[config.mk]
export PLATFORM = sky130hd
export DESIGN_NAME = tdc_stop_sequencer_flat
export DESIGN_NICKNAME = d
export VERILOG_FILES = /design/src/rtl/tdc_stop_if.sv /design/src/rtl/tdc_stop_sequencer.sv /design/src/flat_wrapper.sv
export SDC_FILE = /design/constraint.sdc
export NUM_CORES = 1
export LEC_CHECK = 0
export BUFFER_PORTS_ARGS = -buffer_cell sky130_fd_sc_hd__clkbuf_2
export CAP_MARGIN = 20
export CORE_MARGIN = 2
export CORE_UTILIZATION = 45
export CTS_BUF_LIST = sky130_fd_sc_hd__clkbuf_2
export CTS_CLUSTER_SIZE = 24
export DETAILED_ROUTE_END_ITERATION = 6
export SLEW_MARGIN = 20
export SYNTH_ARGS = -nofsm -noshare
export SYNTH_HDL_FRONTEND = slang
export SYNTH_SLANG_ARGS = --single-unit
export TNS_END_PERCENT = 30
[constraint.sdc]
create_clock -name clk_tf -period 2.82 [get_ports clk_tf]
set_input_delay 0.564 -clock clk_tf [delete_from_list [all_inputs] [get_ports clk_tf]]
set_output_delay 0.564 -clock clk_tf [all_outputs]
set_load 0.01 [all_outputs]
[src/rtl/tdc_stop_if.sv]
// Control/status bundle between the timing counters, the TDC and the uC.
//   slave  modport (sequencer): meas_en, tos_mark, slow_tick_next, pps_raw_logic in;
//                               tdc_stop_next, stop_tos_count, tick_count, meas_valid,
//                               err_missed, err_overrun out.
//   master modport (driver/bench): the mirror image.
interface tdc_stop_if #(
  parameter int unsigned TickW = 16
);
  logic             meas_en;
  logic             tos_mark;
  logic             slow_tick_next;
  logic             pps_raw_logic;
  logic             tdc_stop_next;
  logic             stop_tos_count;
  logic [TickW-1:0] tick_count;
  logic             meas_valid;
  logic             err_missed;
  logic             err_overrun;

  modport slave (
    input  meas_en, tos_mark, slow_tick_next, pps_raw_logic,
    output tdc_stop_next, stop_tos_count, tick_count, meas_valid, err_missed, err_overrun
  );

  modport master (
    output meas_en, tos_mark, slow_tick_next, pps_raw_logic,
    input  tdc_stop_next, stop_tos_count, tick_count, meas_valid, err_missed, err_overrun
  );
endinterface

[src/rtl/tdc_stop_sequencer.sv]
// Sequences the TDC stop once per second: from top-of-second it counts slow
// ticks, waits for the synchronised PPS edge, then stops on the first slow tick
// at least GuardCycles after that edge and reports the inclusive tick index.
//   clk_tf : 19.2 MHz clock (only clock)
//   rst    : synchronous, active-high reset
//   tdc    : tdc_stop_if.slave -- strobes/level in, stop/status out
//            (tdc_stop_next, meas_valid, err_* are zero-latency decodes of
//             registered state and the input strobes; the rest are flops)
module tdc_stop_sequencer #(
  parameter int unsigned GuardCycles = 3,
  parameter int unsigned TickW       = 16
) (
  input  logic       clk_tf,
  input  logic       rst,
  tdc_stop_if.slave  tdc
);

  localparam int unsigned GuardW = (GuardCycles < 2) ? 1 : $clog2(GuardCycles + 1);

  localparam logic [1:0] IDLE  = 2'd0;
  localparam logic [1:0] COUNT = 2'd1;
  localparam logic [1:0] GUARD = 2'd2;
  localparam logic [1:0] ARMED = 2'd3;

  localparam logic [TickW-1:0] TickMax = {TickW{1'b1}};

  logic [1:0]        state_q, state_d;
  logic [TickW-1:0]  cnt_q, cnt_d;
  logic [TickW-1:0]  tick_count_q, tick_count_d;
  logic [GuardW-1:0] guard_q, guard_d;
  logic              stc_q, stc_d;
  logic              s1_q, s2_q, s3_q;

  logic              rise_det;
  logic [TickW-1:0]  cnt_inc;
  logic              stop_c, missed_c, overrun_c;

  assign rise_det = s2_q & ~s3_q;
  // Saturating increment: the index never wraps back to a small value.
  assign cnt_inc  = (cnt_q == TickMax) ? cnt_q : cnt_q + TickW'(1);

  // Next-state and strobe decode.
  always_comb begin
    state_d      = state_q;
    cnt_d        = cnt_q;
    tick_count_d = tick_count_q;
    guard_d      = guard_q;
    stop_c       = 1'b0;
    missed_c     = 1'b0;
    overrun_c    = 1'b0;

    if (state_q == IDLE) begin
      if (tdc.meas_en && tdc.tos_mark) begin
        state_d = COUNT;
        cnt_d   = '0;
      end
    end else if (!tdc.meas_en) begin
      // Abort silently; tick_count keeps the last result.
      state_d = IDLE;
    end else if (tdc.tos_mark) begin
      // New second starts this edge; a coincident tick belongs to nobody.
      cnt_d = '0;
      if (state_q == COUNT) begin
        missed_c = 1'b1;
        if (rise_det) begin
          state_d = GUARD;
          guard_d = GuardW'(1);
        end
      end else begin
        overrun_c = 1'b1;
        state_d   = COUNT;
      end
    end else begin
      if (tdc.slow_tick_next) begin
        cnt_d = cnt_inc;
      end
      unique case (state_q)
        COUNT: begin
          if (rise_det) begin
            state_d = GUARD;
            guard_d = GuardW'(1);
          end
        end
        GUARD: begin
          // guard_q counts cycles since D; a tick on the expiry cycle is eligible.
          if (guard_q == GuardW'(GuardCycles)) begin
            if (tdc.slow_tick_next) begin
              stop_c = 1'b1;
            end else begin
              state_d = ARMED;
            end
          end else begin
            guard_d = guard_q + GuardW'(1);
          end
        end
        ARMED: begin
          if (tdc.slow_tick_next) begin
            stop_c = 1'b1;
          end
        end
        default: ;
      endcase
      if (stop_c) begin
        tick_count_d = cnt_inc;
        state_d      = IDLE;
      end
    end

    stc_d = (state_d != IDLE);
  end

  // State, counters and PPS synchroniser.
  always_ff @(posedge clk_tf) begin
    if (rst) begin
      state_q      <= IDLE;
      cnt_q        <= '0;
      tick_count_q <= '0;
      guard_q      <= '0;
      stc_q        <= 1'b0;
      s1_q         <= 1'b0;
      s2_q         <= 1'b0;
      s3_q         <= 1'b0;
    end else begin
      state_q      <= state_d;
      cnt_q        <= cnt_d;
      tick_count_q <= tick_count_d;
      guard_q      <= guard_d;
      stc_q        <= stc_d;
      s1_q         <= tdc.pps_raw_logic;
      s2_q         <= s1_q;
      s3_q         <= s2_q;
    end
  end

  assign tdc.tdc_stop_next  = stop_c;
  assign tdc.meas_valid     = stop_c;
  assign tdc.err_missed     = missed_c;
  assign tdc.err_overrun    = overrun_c;
  assign tdc.stop_tos_count = stc_q;
  assign tdc.tick_count     = tick_count_q;

endmodule

[src/flat_wrapper.sv]
// flat-port wrapper written by rule: the top's interface ports become plain ports
module tdc_stop_sequencer_flat 
#(
  parameter int unsigned GuardCycles = 3,
  parameter int unsigned TickW       = 16
)
  (clk_tf, rst, tdc_meas_en, tdc_tos_mark, tdc_slow_tick_next, tdc_pps_raw_logic, tdc_tdc_stop_next, tdc_stop_tos_count, tdc_tick_count, tdc_meas_valid, tdc_err_missed, tdc_err_overrun);
  tdc_stop_if #(.TickW(TickW)) tdc_i ();
  input  logic clk_tf;
  input  logic rst;
  input wire logic [$bits(tdc_i.meas_en)-1:0] tdc_meas_en;
  input wire logic [$bits(tdc_i.tos_mark)-1:0] tdc_tos_mark;
  input wire logic [$bits(tdc_i.slow_tick_next)-1:0] tdc_slow_tick_next;
  input wire logic [$bits(tdc_i.pps_raw_logic)-1:0] tdc_pps_raw_logic;
  output wire logic [$bits(tdc_i.tdc_stop_next)-1:0] tdc_tdc_stop_next;
  output wire logic [$bits(tdc_i.stop_tos_count)-1:0] tdc_stop_tos_count;
  output wire logic [$bits(tdc_i.tick_count)-1:0] tdc_tick_count;
  output wire logic [$bits(tdc_i.meas_valid)-1:0] tdc_meas_valid;
  output wire logic [$bits(tdc_i.err_missed)-1:0] tdc_err_missed;
  output wire logic [$bits(tdc_i.err_overrun)-1:0] tdc_err_overrun;
  assign tdc_i.meas_en = tdc_meas_en;
  assign tdc_i.tos_mark = tdc_tos_mark;
  assign tdc_i.slow_tick_next = tdc_slow_tick_next;
  assign tdc_i.pps_raw_logic = tdc_pps_raw_logic;
  assign tdc_tdc_stop_next = tdc_i.tdc_stop_next;
  assign tdc_stop_tos_count = tdc_i.stop_tos_count;
  assign tdc_tick_count = tdc_i.tick_count;
  assign tdc_meas_valid = tdc_i.meas_valid;
  assign tdc_err_missed = tdc_i.err_missed;
  assign tdc_err_overrun = tdc_i.err_overrun;
  tdc_stop_sequencer #(.GuardCycles(GuardCycles), .TickW(TickW)) u_core (.clk_tf(clk_tf), .rst(rst), .tdc(tdc_i));
endmodule
==> results.json, run 1 <==
{
  "grt_overflow_total": 0,
  "drc": 0,
  "setup_viol": 0,
  "post_route_cells_drive_above_1_share_pct": 18.1,
  "setup_clock_skew_after_layout_ns": 0.0287,
  "wirelength_um": 5130,
  "yosys_register_bits": 40,
  "grt_max_degree": 21,
  "design.core.area_mm2": 0.00466,
  "overall_global_routing_usage_pct": 20.1,
  "worst-setup-path-type": "reg -> out",
  "grt_setup_unrepaired": "false",
  "yosys_warnings": 0,
  "cp.arrival_ns": 1.97,
  "hold_crit_path_type": "in -> reg",
  "irDropWorstVdd_mv": 0.282,
  "clk_latency_ns": 0.41,
  "insertedDiodeCount": 0,
  "leakagePower_nw": 0.834,
  "critPathMaxFanout": 6,
  "period_needed_ns": 2.53,
  "cap_violations": 0,
  "post_synth.cell_area_avg_um2": 7.98,
  "tightestPinTransition_ns": 0.588,
  "nNetsFinal": 305,
  "max_transition_margin_pct": 60.7,
  "timing.reg2reg.worst_path_depth": 8,
  "area.growth.synth_to_final_pct": 10.4,
  "layout.cells.most_common": "dfxtp_1",
  "critical_path_rt_ns": 2.26,
  "die-area_mm2": 0.00532,
  "power.density_mw_per_mm2": 390,
  "hold_path_cells": 2,
  "most-common-layout-cells": "38 x dfxtp_1, 31 x a21oi_1, 31 x clkbuf_2, 27 x nand2_1, 22 x nor2_1",
  "switching_part_of_the_total_power_pct": 28.0,
  "cts_inserted_buffers": 5,
  "outcome": "completed",
  "antenna_violations_before_repair": 0,
  "num_vias": 1998,
  "first_pass_grt_wire_length_um": 8260,
  "synth_enable_flop_cells": 0,
  "comb_power_share_pct": 8.4,
  "clkSinkCount": 40,
  "post_drt_via_cell_ratio": 5.76,
  "cts.htree.levels": 2,
  "setup_total_negative_slack_ns": 0,
  "fp.dieW_um": 72.9,
  "clock_path_buffers": 2,
  "grt_pass1_vias": 1685,
  "mappedNetlistArea_mm2": 0.00214,
  "ys_dominant_reg_cell": "dfxtp_1",
  "ios": 27,
  "peak_freq_mhz": 395,
  "count_of_filler_cells_inserted_in_the_layout": 476,
  "number_of_max_slew_violations_in_the_final_report": 0,
  "placed_cells": 336,
  "drt_iter0_drc": 200,
  "fp.dieH_um": 72.9,
  "post_layout_inst_area_mm2": 0.00236,
  "placement_rows": 25,
  "finish.cell_count_without_fillers": 347,
  "place_congestion": 0.894,
  "drtAntennaViolNets": 0,
  "initial_utilization_pct": 45.9,
  "detailed_place_hpwl_um": 3670,
  "clkSlewWorstSetupHoldPaths_ns": 0.22,
  "finalHoldViolations": 0,
  "post_synth_inst_count": 268,
  "endpoint_kind": "output pin",
  "average_wire_length_per_cell_after_detail_routing_um": 14.8,
  "holdBufCountCts": 0,
  "detailed_place.area_mm2": 0.00229,
  "cts-root-buf": "clkbuf_2",
  "proportion_of_register_bits_with_asynchronous_set_or_reset_after_synthesis_pct": 0,
  "final_min_period_over_clock_period_pct": 89.8,
  "port-buffer-count": 26,
  "holdWs_ns": 0.377,
  "p_int_mw": 0.663,
  "drt_pre_antenna_iters": 4,
  "synth.distinct_cells": 53,
  "synth_seq_area_share_pct": 37.4,
  "synthesis.nets": 281,
  "power.clock.fraction_pct": 27.2,
  "critical_path.startpoint_type": "register",
  "cts_tree": "done",
  "finalCoreUtilization_pct": 50.7,
  "p_sw_mw": 0.257,
  "sequentialPowerShare_pct": 64.4
}
-- synthesized netlist by cell type, types with 2 or more instances --
| cell | number | area [um^2] |
|---|---|---|
| and2_1 | 2 | 12.5 |
| o211ai_1 | 5 | 37.5 |
| buf_2 | 4 | 20.0 |
| nand3_1 | 14 | 70.1 |
| o21ai_0 | 7 | 35.0 |
| nor3_1 | 8 | 40.0 |
| nor2_1 | 22 | 82.6 |
| and3_1 | 4 | 25.0 |
| ha_1 | 7 | 87.6 |
| nand2_1 | 27 | 101 |
| a311oi_1 | 3 | 26.3 |
| clkbuf_1 | 10 | 37.5 |
| dfxtp_1 | 40 | 801 |
| nor2b_1 | 6 | 37.5 |
| nand4_1 | 4 | 25.0 |
| xor2_1 | 3 | 26.3 |
| a31oi_1 | 9 | 56.3 |
| or3_1 | 3 | 18.8 |
| o221ai_1 | 2 | 17.5 |
| inv_1 | 12 | 45.0 |
| nand2b_1 | 2 | 12.5 |
| xnor2_1 | 3 | 26.3 |
| o2111ai_1 | 3 | 26.3 |
| a21oi_1 | 31 | 155 |
| a211oi_1 | 7 | 52.6 |
| nor4_1 | 2 | 12.5 |
| buf_4 | 2 | 15.0 |
-- area by class of cell --
type	instances	area [um^2]	share of cell area, %
tap	54	67.6	2.86
sequential	40	803	34.0
inverter	12	48.8	2.07
timing repair buffer	33	183	7.74
multi-input combinational	200	1220	51.7
clock buffer	5	25.0	1.06
clock inverter	3	13.8	0.583
-- worst max-delay path: stages, from the launching register on --
cell,delay [ns]
dfxtp_2,0.43
inv_1,0.11
ha_1,0.28
and4bb_2,0.37
nand2_1,0.12
clkinvlp_4,0.12
clkbuf_2,0.14
-- metrics by stage --
| step | worst slack, ns | power [mW] |
|---|---|---|
| 6_report | 0.287 | 0.920 |
| 5_1_grt | 0.122 | 0.974 |
| 4_1_cts | 0.0884 | 0.932 |
| 3_5_place_dp | 0.482 | 0.679 |
| 3_3_place_gp | 0.551 | 0.679 |
| 2_1_floorplan | 0.452 | 0.656 |
-- state kept, by name, indices dropped and copies added, names as in the netlist --
name,flops
u_core.s1_q,1
u_core.state_q,2
u_core.s2_q,1
u_core.cnt_q,16
u_core.tdc.tick_count,16
u_core.s3_q,1
u_core.tdc.stop_tos_count,1
u_core.guard_q,2
-- routing by layer --
layer	part of all wire [%]	track usage (%)	up-vias
li1	-	-	1027
met1	50	29.1	903
met2	43	29.6	61
met3	5.6	4.42	7
met4	1.4	6.58	0
met5	0	0	-
-- what timing repair did --
item / CTS / global route
pin swaps: 0 / 0
setup endpoints to repair: 2 / 2
buffers inserted: 0 / 3
gates resized for setup: 1 / 2
-- kinds of logic (layout without fill, tap and decap cells) --
logic type / after synthesis / in the layout / share of synthesized area [%]
compound gates: 80 / 80 / 24.6
xor+xnor: 6 / 6 / 2.46
fa+ha+maj: 7 / 7 / 4.10
buf+inv: 28 / 53 / 5.50
flops: 40 / 40 / 37.4
simple gates: 107 / 107 / 25.9
-- worst paths after layout --
check / start / to / slack, ns
min reg2reg: u_core.s1_q / u_core.s2_q / 0.46
max: u_core.state_q[0] / tdc_tdc_stop_next / 0.29
min: tdc_pps_raw_logic / u_core.s1_q / 0.38
max reg2reg: u_core.state_q[0] / u_core.cnt_q[7] / 0.52
-- power groups by stage --
stage	sequential, mW	combinational (mW)	clock (mW)
6_report	0.592	0.0769	0.251
5_1_grt	0.595	0.0878	0.291
4_1_cts	0.592	0.0776	0.262
3_5_place_dp	0.603	0.0760	0
3_3_place_gp	0.603	0.0762	0
2_1_floorplan	0.601	0.0551	0
(Power assumes the default switching activity.)
==> run 2, diff against run 1 <==
- ABC_AREA: not set -> 1
==> results.json, run 2 <==
{
  "mappedNetlistArea_mm2": 0.00222,
  "cts_tree": "done",
  "antenna_violations_before_repair": 0,
  "holdWs_ns": 0.316,
  "critical_path.slowest_cell": "dfxtp_1",
  "place_congestion": 0.870,
  "port-buffer-count": 26,
  "cap_violations": 0,
  "drt_pre_antenna_iters": 4,
  "yosys_warnings": 0,
  "period_needed_ns": 2.61,
  "cp.arrival_ns": 2.05,
  "synthTopCellsByArea": "dfxtp_1 36%, nand2_1 15%, nor2_1 7.9%",
  "clock_path_buffers": 2,
  "regArea_um2": 801,
  "cts.htree.levels": 2,
  "synthDominantCellAreaShare_pct": 36.0,
  "grt_overflow_total": 0,
  "insertedDiodeCount": 0,
  "overall_global_routing_usage_pct": 20.0,
  "crit-reg2reg-launch": "u_core.cnt_q[0]",
  "average_wire_length_per_cell_after_detail_routing_um": 11.9,
  "detailed_place_hpwl_um": 3720,
  "post_route_cells_drive_above_1_share_pct": 14.3,
  "post_synth.cell_area_avg_um2": 6.60,
  "hold_crit_path_type": "in -> reg",
  "post_cts_resized": 0,
  "critical_path_rt_ns": 2.26,
  "post_drt_via_cell_ratio": 4.93,
  "multi_input_comb_area_mm2": 0.00119,
  "design.core.area_mm2": 0.00475,
  "first_pass_grt_wire_length_um": 8490,
  "die-area_mm2": 0.00552,
  "proportion_of_register_bits_with_asynchronous_set_or_reset_after_synthesis_pct": 0,
  "synthesis.nets": 350,
  "drt_iter0_drc": 98,
  "clkSlewWorstSetupHoldPaths_ns": 0.21,
  "report.power.total_mw": 0.991,
  "synth_most_common_cell": "nand2_1",
  "placement_rows": 25,
  "leakagePower_nw": 1.21,
  "synth.distinct_cells": 31,
  "timing.reg2reg.worst_path_depth": 9,
  "outcome": "completed",
  "power.density_mw_per_mm2": 402,
  "post_synth_fa_ha_maj_area_fraction_pct": 3.94,
  "min_from": "tdc_pps_raw_logic",
  "critical_path.startpoint_type": "register",
  "most-common-layout-cells": "90 x nand2_1, 47 x nor2_1, 43 x inv_1, 40 x dfxtp_1, 31 x clkbuf_2",
  "setup_clock_skew_after_layout_ns": 0.0165,
  "number_of_max_slew_violations_in_the_final_report": 0,
  "nNetsFinal": 375,
  "critPathTopFamily": "buffers and inverters",
  "drc": 0,
  "critical_path_max_stage_delay_ns": 0.44,
  "worstHoldEndpoint": "u_core.s1_q",
  "clkSinkCount": 40,
  "worst-path-buf-inv": 3,
  "wirelength_um": 5120,
  "post_synth_inst_count": 337,
  "tightestPinTransition_ns": 0.530,
  "synth_enable_flop_cells": 0,
  "layout.cells.most_common": "nand2_1",
  "setup_total_negative_slack_ns": 0,
  "endpoint_kind": "output pin",
  "drtAntennaViolNets": 0,
  "num_vias": 2119,
  "initial_utilization_pct": 46.8,
  "post_cts.repair.setup_buffers": 0,
  "holdBufCountCts": 0,
  "post_synth_and_or_nand_nor_area_fraction_pct": 36.1,
  "hold_path_cells": 3,
  "yosysTopAreaCell": "dfxtp_1",
  "worst-setup-path-type": "reg -> out",
  "finalWorstSetupSlack_ns": 0.207,
  "top_cells_by_count_synth": "90 x nand2_1, 47 x nor2_1, 43 x inv_1, 40 x dfxtp_1, 22 x a21oi_1",
  "ys_dominant_reg_cell": "dfxtp_1",
  "grt_setup_unrepaired": "false",
  "placement.setup.worst_slack_ns": 0.690,
  "cts-root-buf": "clkbuf_2",
  "yosys_register_bits": 40,
  "synth-xor-area-share_pct": 2.36,
  "fp.dieH_um": 74.3,
  "regToRegEndpoint": "u_core.cnt_q[10]",
  "peak_freq_mhz": 383,
  "fp.dieW_um": 74.3,
  "synth_seq_area_share_pct": 36.0,
  "ios": 27,
  "clk_latency_ns": 0.40,
  "synth.area.mux_share_pct": 0,
  "combinational_family_with_the_most_area_after_synthesis": "simple AND/OR/NAND/NOR gates",
  "irDropWorstVdd_mv": 0.237,
  "max_transition_margin_pct": 64.6,
  "area.growth.synth_to_final_pct": 10.9,
  "count_of_filler_cells_inserted_in_the_layout": 517,
  "synth_compound_gate_area_share_pct": 11.3,
  "grt_pass1_vias": 1933,
  "critPathMaxFanout": 20,
  "cts_inserted_buffers": 5,
  "cp_cell_sequence": "inv_1, ha_1, nor2_1, nand3_1, inv_2, clkbuf_2",
  "finalHoldViolations": 0,
  "final_min_period_over_clock_period_pct": 92.7,
  "grt_max_degree": 29,
  "reg2reg_slack_ns": 0.91,
  "setup_viol": 0
}
run 2: changes by cell type in the layout (fill, tap and decap cells not counted), moves of 6 or more:
cell / before / now
nand2_1: 27 / 90
inv_1: 11 / 43
nor2_1: 22 / 47
o21ai_0: 7 / 21
a21oi_1: 31 / 22
a31oi_1: 9 / 1
a211oi_1: 7 / 0
nand3_1: 14 / 21
nor2b_1: 6 / 0
nor3_1: 8 / 2
run 2: worst max-delay path by stage:
stage,from,end,slack [ns],cells past startpoint
floorplan,u_core.state_q[0],tdc_tdc_stop_next,0.69,7
global placement,u_core.state_q[0],tdc_meas_valid,0.72,6
detailed placement,u_core.state_q[0],tdc_tdc_stop_next,0.69,6
CTS,u_core.state_q[0],tdc_tdc_stop_next,0.20,6
global route,u_core.state_q[0],tdc_meas_valid,0.05,6
finish,u_core.state_q[0],tdc_tdc_stop_next,0.21,6
run 2: final cells by class:
type,count,area share [%]
multi-input combinational,241,48.4
sequential,40,32.5
inverter,46,7.11
timing repair buffer,28,5.89
tap,67,3.40
clock inverter,3,1.73
clock buffer,5,1.02
run 2: tightest hold or removal path: cells and delay by family:
family	cells	cell delay [ns]
buffers and inverters	2	0.12
AND/OR/NAND/NOR	1	0.03
run 2: per-layer routing:
metal | part of all wire (%) | track usage (%) | vias up
li1 | - | - | 1112
met1 | 48 | 26.1 | 934
met2 | 45 | 33.4 | 65
met3 | 5.3 | 4.20 | 8
met4 | 1.4 | 5.75 | 0
met5 | 0 | 0 | -
run 2: cells by family after synthesis:
| logic type | count (synthesis) |
|---|---|
| AND/OR/NAND/NOR | 180 |
| adder cells (fa/ha/maj) | 7 |
| XOR/XNOR | 6 |
| AO/OA/AOI/OAI | 48 |
| buffers and inverters | 56 |
| flip-flops | 40 |
run 2: power breakdown:
part / leakage, nW / internal [mW] / switching (mW)
Clock: 0.0406 / 0.149 / 0.197
Sequential: 0.323 / 0.572 / 0.00390
Combinational: 0.845 / 0.0207 / 0.0483
run 2: through the flow:
| step | utilization [%] | area, um^2 | std cells |
|---|---|---|---|
| floorplan | - | 2220 | 337 |
| global placement | 50.4 | 2400 | 422 |
| detailed placement | 50.4 | 2400 | 422 |
| CTS | 51.8 | 2460 | 430 |
| global route | 51.8 | 2460 | 430 |
| finish | 51.8 | 2460 | 430 |
